===== config.mk =====
export PLATFORM = sky130hd
export DESIGN_NAME = sfp_div_flat
export DESIGN_NICKNAME = d
export VERILOG_FILES = /design/src/rtl/sfp_if.sv /design/src/rtl/sfp_div.sv /design/src/flat_wrapper.sv
export SDC_FILE = /design/constraint.sdc
export NUM_CORES = 1
export LEC_CHECK = 0
export BUFFER_PORTS_ARGS = -buffer_cell sky130_fd_sc_hd__buf_2
export CAP_MARGIN = 20
export CORE_AREA = 2 2 103 125
export CTS_CLUSTER_SIZE = 20
export DETAILED_ROUTE_END_ITERATION = 12
export DIE_AREA = 0 0 105 127
export GPL_TIMING_DRIVEN = 0
export PLACE_DENSITY = 0.68
export SLEW_MARGIN = 20
export SYNTH_ARGS = -nofsm -noshare
export SYNTH_HDL_FRONTEND = slang
export SYNTH_SLANG_ARGS = --single-unit

===== constraint.sdc =====
create_clock -name clk -period 3.7 [get_ports clk]
set_input_delay 0 -clock clk [delete_from_list [all_inputs] [get_ports clk]]
set_output_delay 0 -clock clk [all_outputs]
set_load 0.005 [all_outputs]

===== src/rtl/sfp_if.sv =====
// sfp_if: signed fixed-point value carrier, IW integer bits and QW fraction bits.
interface sfp_if #(
  parameter int IW = 8,
  parameter int QW = 8
) ();
  logic [IW+QW-1:0] val;
  modport in  (input  val);
  modport out (output val);
endinterface


===== src/rtl/sfp_div.sv =====
// sfp_div: sequential signed fixed-point divider, restoring division on magnitudes, one quotient bit per cycle.
// Define SFP_DIV_ROUND_EN to add a guard bit and round half away from zero.
module sfp_div #(
  parameter bit CLIP = 1'b0
) (
  input  logic clk,
  input  logic rst_n,
  sfp_if.in    x,
  sfp_if.in    y,
  sfp_if.out   out,
  input  logic in_valid,
  output logic in_ready,
  output logic out_valid,
  input  logic out_ready,
  output logic clipping,
  output logic div_by_zero
);
  localparam int XW = x.IW + x.QW;
  localparam int YW = y.IW + y.QW;
  localparam int W  = out.IW + out.QW;
  localparam int S  = out.QW + y.QW - x.QW;
  localparam int NW = XW + S;
`ifdef SFP_DIV_ROUND_EN
  localparam int R = 1;
`else
  localparam int R = 0;
`endif
  localparam int NI  = NW + R;
  localparam int MW  = NI > W ? NI : W;
  localparam int CNW = $clog2(NI + 1);
  generate
    if (S < 0) begin : g_bad_fmt
      $error("sfp_div: out.QW + y.QW must not be smaller than x.QW");
    end
  endgenerate
  typedef enum logic [2:0] {IDLE, ZCHK, DIV, FIX, DONE} state_t;
  state_t state, nxt;
  logic sign, xneg, ovf;
  logic [XW:0] xe, ax;
  logic [YW:0] ye, ay, rem;
  logic [YW+1:0] diff;
  logic [NI-1:0] nq;
  logic [CNW-1:0] cnt;
  logic [MW-1:0] mag;
  logic [W-1:0] res, minv, maxv, wrap;
  assign xe = {x.val[XW-1], x.val};
  assign ye = {y.val[YW-1], y.val};
  // nq shifts numerator bits out of the top while quotient bits enter at the bottom
  assign diff = {rem, nq[NI-1]} - {1'b0, ay};
  assign mag = MW'(nq >> R) + MW'(R != 0 && nq[0]);
  assign minv = {1'b1, {(W-1){1'b0}}};
  assign maxv = ~minv;
  assign ovf = sign ? mag > MW'(minv) : mag > MW'(maxv);
  assign wrap = sign ? -mag[W-1:0] : mag[W-1:0];
  assign out.val = res;
  always_ff @(posedge clk or negedge rst_n)
    if (!rst_n) state <= IDLE;
    else state <= nxt;
  always_comb begin
    nxt = state;
    in_ready = 1'b0;
    out_valid = 1'b0;
    case (state)
      IDLE: begin
        in_ready = 1'b1;
        if (in_valid) nxt = ZCHK;
      end
      ZCHK: nxt = ay == '0 ? FIX : DIV;
      DIV: if (cnt == '0) nxt = FIX;
      FIX: nxt = DONE;
      DONE: begin
        out_valid = 1'b1;
        if (out_ready) nxt = IDLE;
      end
      default: nxt = IDLE;
    endcase
  end
  always_ff @(posedge clk or negedge rst_n)
    if (!rst_n) begin
      sign <= 1'b0;
      xneg <= 1'b0;
      ax <= '0;
      ay <= '0;
      rem <= '0;
      nq <= '0;
      cnt <= '0;
      res <= '0;
      clipping <= 1'b0;
      div_by_zero <= 1'b0;
    end else begin
      case (state)
        IDLE: if (in_valid) begin
          sign <= xe[XW] ^ ye[YW];
          xneg <= xe[XW];
          ax <= xe[XW] ? -xe : xe;
          ay <= ye[YW] ? -ye : ye;
          clipping <= 1'b0;
          div_by_zero <= 1'b0;
        end
        ZCHK: begin
          div_by_zero <= ay == '0;
          rem <= '0;
          nq <= NI'(ax) << (S + R);
          cnt <= CNW'(NI - 1);
        end
        DIV: begin
          rem <= diff[YW+1] ? {rem[YW-1:0], nq[NI-1]} : diff[YW:0];
          nq <= {nq[NI-2:0], ~diff[YW+1]};
          cnt <= cnt - CNW'(1);
        end
        FIX: begin
          res <= div_by_zero ? (ax == '0 ? '0 : (xneg ? minv : maxv)) :
                 (CLIP && ovf) ? (sign ? minv : maxv) : wrap;
          clipping <= !div_by_zero && ovf;
        end
        default: ;
      endcase
    end
endmodule


===== src/flat_wrapper.sv =====
// flat-port wrapper written by rule: the top's interface ports become plain ports
module sfp_div_flat 
#(
  parameter bit CLIP = 1'b0
)
  (clk, rst_n, in_valid, in_ready, out_valid, out_ready, clipping, div_by_zero, x_val, y_val, out_val);
  sfp_if #(.IW(8), .QW(8)) x_i ();
  sfp_if #(.IW(8), .QW(8)) y_i ();
  sfp_if #(.IW(8), .QW(8)) out_i ();
  input  logic clk;
  input  logic rst_n;
  input  logic in_valid;
  output logic in_ready;
  output logic out_valid;
  input  logic out_ready;
  output logic clipping;
  output logic div_by_zero;
  input wire logic [$bits(x_i.val)-1:0] x_val;
  input wire logic [$bits(y_i.val)-1:0] y_val;
  output wire logic [$bits(out_i.val)-1:0] out_val;
  assign x_i.val = x_val;
  assign y_i.val = y_val;
  assign out_val = out_i.val;
  sfp_div #(.CLIP(CLIP)) u_core (.clk(clk), .rst_n(rst_n), .x(x_i), .y(y_i), .out(out_i), .in_valid(in_valid), .in_ready(in_ready), .out_valid(out_valid), .out_ready(out_ready), .clipping(clipping), .div_by_zero(div_by_zero));
endmodule

==> results.yml <==
finish:
  nets: 807
  fillers: 1109
  syn2layout_area_growth_pct: 18.2
  layout_common_cells: "nand2_1 (129), dfrtp_1 (103), buf_2 (55)"
  insertedDiodeCount: 0
  layout.cells.most_common: "nand2_1"
  utilization_pct: 58.5
  drive_above_1_share_pct: 10.9
pwr:
  finalPower_mw: 6.26
  ir_worst_vdd_v: 0.000388
  p_leak_nw: 3.41
  power_density_nw_per_um2: 891
run:
  maxCapViolCount: 0
timing:
  setup_tns_ns: 0
  skew_ns: 0.00836
  tightest_slew_ns: 0.735
  setup_viol: 0
  finalCritPeriodShare_pct: 87.9
  slew-limit-headroom_pct: 50.5
  slew_viol_final: 0
  final_hold_viol_count: 0
  period_minus_slack_ns: 3.25
  rsz0062_at_grt: "no"
  max_freq_ghz: 0.307
cts:
  h-tree-depth: 3
  post_cts_buffers: 0
  cts.sinks: 103
  clk_pin_slew_ns: 0.07
  worstSkewPairLatency_ns: 0.35
  cts_buffer_depth: 2
  cts_tree: "done"
  cts.root.buffer_cell: "clkbuf_16"
  cts_made_buffers: 9
worst_setup_path:
  r2r-start: "u_core.rem[6]"
  arrival_ns: 3.48
  required_ns: 3.93
  critPathCapture: "u_core.rem[15]"
  worst_setup_path_end_kind: "flop"
  rr_worst_depth: 10
  r2r_end: "u_core.rem[15]"
  critPathKind: "reg -> reg"
  reg2reg_slack_ns: 0.45
  path_max_fanout: 10
  start_kind: "flop"
  crit_start: "u_core.rem[6]"
floorplan:
  rows: 44
  die_area_um2: 13300
  die_x_um: 105
  die_h_um: 127
  start_util_pct: 49.5
  fp.coreArea_um2: 12000
  ios: 56
run_status:
  status: "finished clean"
yosys:
  synthesis.nets: 716
  syn_area_um2: 5940
  syn_area_per_cell_um2: 9.04
  ys.flop_type: "dfrtp_1"
  synth_edf_count: 0
  synth_cell_types: 57
  synth-seq-area-share_pct: 43.4
  yosysWarnings: 0
  ys_seq_elements: 103
  synthCells: 657
  synthArstFlopShare_pct: 100
placement:
  gp_congestion: 0.922
  dpl.hpwl_um: 10600
  io_buffers: 55
drt:
  drt_first_pass_iters: 4
  drc: 0
  wl_um: 14300
  vias_per_cell: 5.53
  drt-initial-drc-count: 303
  dr_total_vias: 5057
  final_antenna_net_count: 0
  post_drt_wl_per_cell_um: 15.6
global_routing:
  grt.overflow.total: 0
  grt_usage_pct: 22.6
  grt_max_degree: 57
  grt_pass1_vias: 5078
  grt_pass1_wl_um: 24300
  antenna_found_initial: 0
worst_hold_path:
  min_path_type: "in -> reg"
  min_delay_path_depth: 3
[where the power goes]
group	switching, mW	total [mW]	internal (mW)
sequential	0.397	1.96	1.56
clock	0.434	1.05	0.616
combinational	1.86	3.24	1.38
total	2.69	6.26	3.57
[per-layer routing]
metal	vias up	wire, µm	track usage (%)
met2	106	7160	39.9
met3	17	434	3.47
met1	2432	6420	28.5
met5	-	0	0
li1	2502	-	-
met4	0	259	7.37
[worst max-delay path: stages (launching register included)]
cell and delay (ns):
dfrtp_1 0.40, ha_1 0.36, a21o_1 0.24, a2111oi_2 0.34, or3b_1 0.44, a2111oi_4 0.37, nor2_1 0.15, a211o_1 0.30
buf_2 0.23, a32oi_1 0.22, nand2_1 0.07
[cells by family after synthesis]
group / Yosys count / synth area share [%]
AND/OR/NAND/NOR: 227 / 17.4
AO/OA/AOI/OAI: 166 / 18.5
flip-flops: 103 / 43.4
buffers and inverters: 62 / 4.07
XOR/XNOR: 56 / 8.26
adder cells (fa/ha/maj): 23 / 4.97
multiplexers: 20 / 3.39
[sequential cells by signal, indices dropped and copies added, names as in the netlist]
name / cells
u_core.div_by_zero: 1
u_core.out.val: 16
u_core.clipping: 1
u_core.rem: 17
u_core.cnt: 5
u_core.nq: 24
u_core.ax: 17
u_core.ay: 17
u_core.state: 3
u_core.sign: 1
u_core.xneg: 1
[what timing repair did]
action,CTS,global route
hold endpoints to repair,79,0
gates resized for setup,0,0
endpoints found under the setup margin,0,0
hold buffers,24,0
[Yosys cell counts (3+ instances only)]
library cell | number | area share (%)
nand2_1 | 129 | 8.2
o21ai_0 | 38 | 3.2
xnor2_1 | 25 | 3.7
inv_1 | 31 | 2.0
or3_1 | 5 | 0.53
clkbuf_1 | 26 | 1.6
and3_1 | 6 | 0.63
nor3_1 | 14 | 1.2
o31ai_1 | 13 | 1.6
nor4_1 | 13 | 1.4
o22ai_1 | 3 | 0.32
ha_1 | 22 | 4.6
a21o_1 | 7 | 0.88
nor4b_1 | 3 | 0.44
nor2_1 | 23 | 1.5
nand3_1 | 7 | 0.59
o21ai_1 | 28 | 2.4
a22oi_1 | 30 | 3.8
or4_1 | 3 | 0.38
xor2_1 | 31 | 4.6
a22o_1 | 7 | 1.0
o21a_1 | 5 | 0.63
dfrtp_1 | 103 | 43
a21oi_1 | 12 | 1.0
nand2b_1 | 8 | 0.84
and2_1 | 4 | 0.42
a31oi_1 | 3 | 0.32
o41ai_1 | 4 | 0.59
nand4_1 | 4 | 0.42
mux2i_1 | 19 | 3.2
[through the flow]
| stage | hold slack (ns) | instance area [µm²] | std cells | worst slack (ns) |
|---|---|---|---|---|
| after detailed placement | -0.00386 | 6450 | 874 | 0.474 |
| final | 0.00766 | 7020 | 914 | 0.448 |
| after global placement | 0.201 | 6420 | 873 | 0.524 |
| after CTS | 0.000817 | 7020 | 914 | 0.436 |
| after floorplan | -0.296 | 5940 | 657 | 0.721 |
| after global routing | 0.0137 | 7020 | 914 | 0.225 |
[worst min path at each step]
| stage | from | end | slack (ns) |
|---|---|---|---|
| global placement | out_ready | u_core.state[2] | 0.20 |
| detailed placement | rst_n | u_core.rem[8] | -0.004 |
| global route | x_val[2] | u_core.ax[2] | 0.01 |
| CTS | y_val[11] | u_core.ay[11] | 0.0008 |
| finish | y_val[8] | u_core.ay[8] | 0.008 |
| floorplan | rst_n | u_core.ax[0] | -0.30 |
[layout make-up]
cell class | instances | area, µm² | share of cell area (%)
multi-input combinational | 492 | 3120 | 44.4
clock buffer | 10 | 239 | 3.40
sequential | 103 | 2580 | 36.7
timing repair buffer | 80 | 549 | 7.82
buffer | 29 | 118 | 1.67
inverter | 33 | 124 | 1.76
tap | 161 | 201 | 2.87
clock inverter | 6 | 92.6 | 1.32
Note: power is estimated with default switching activity, not from simulation.
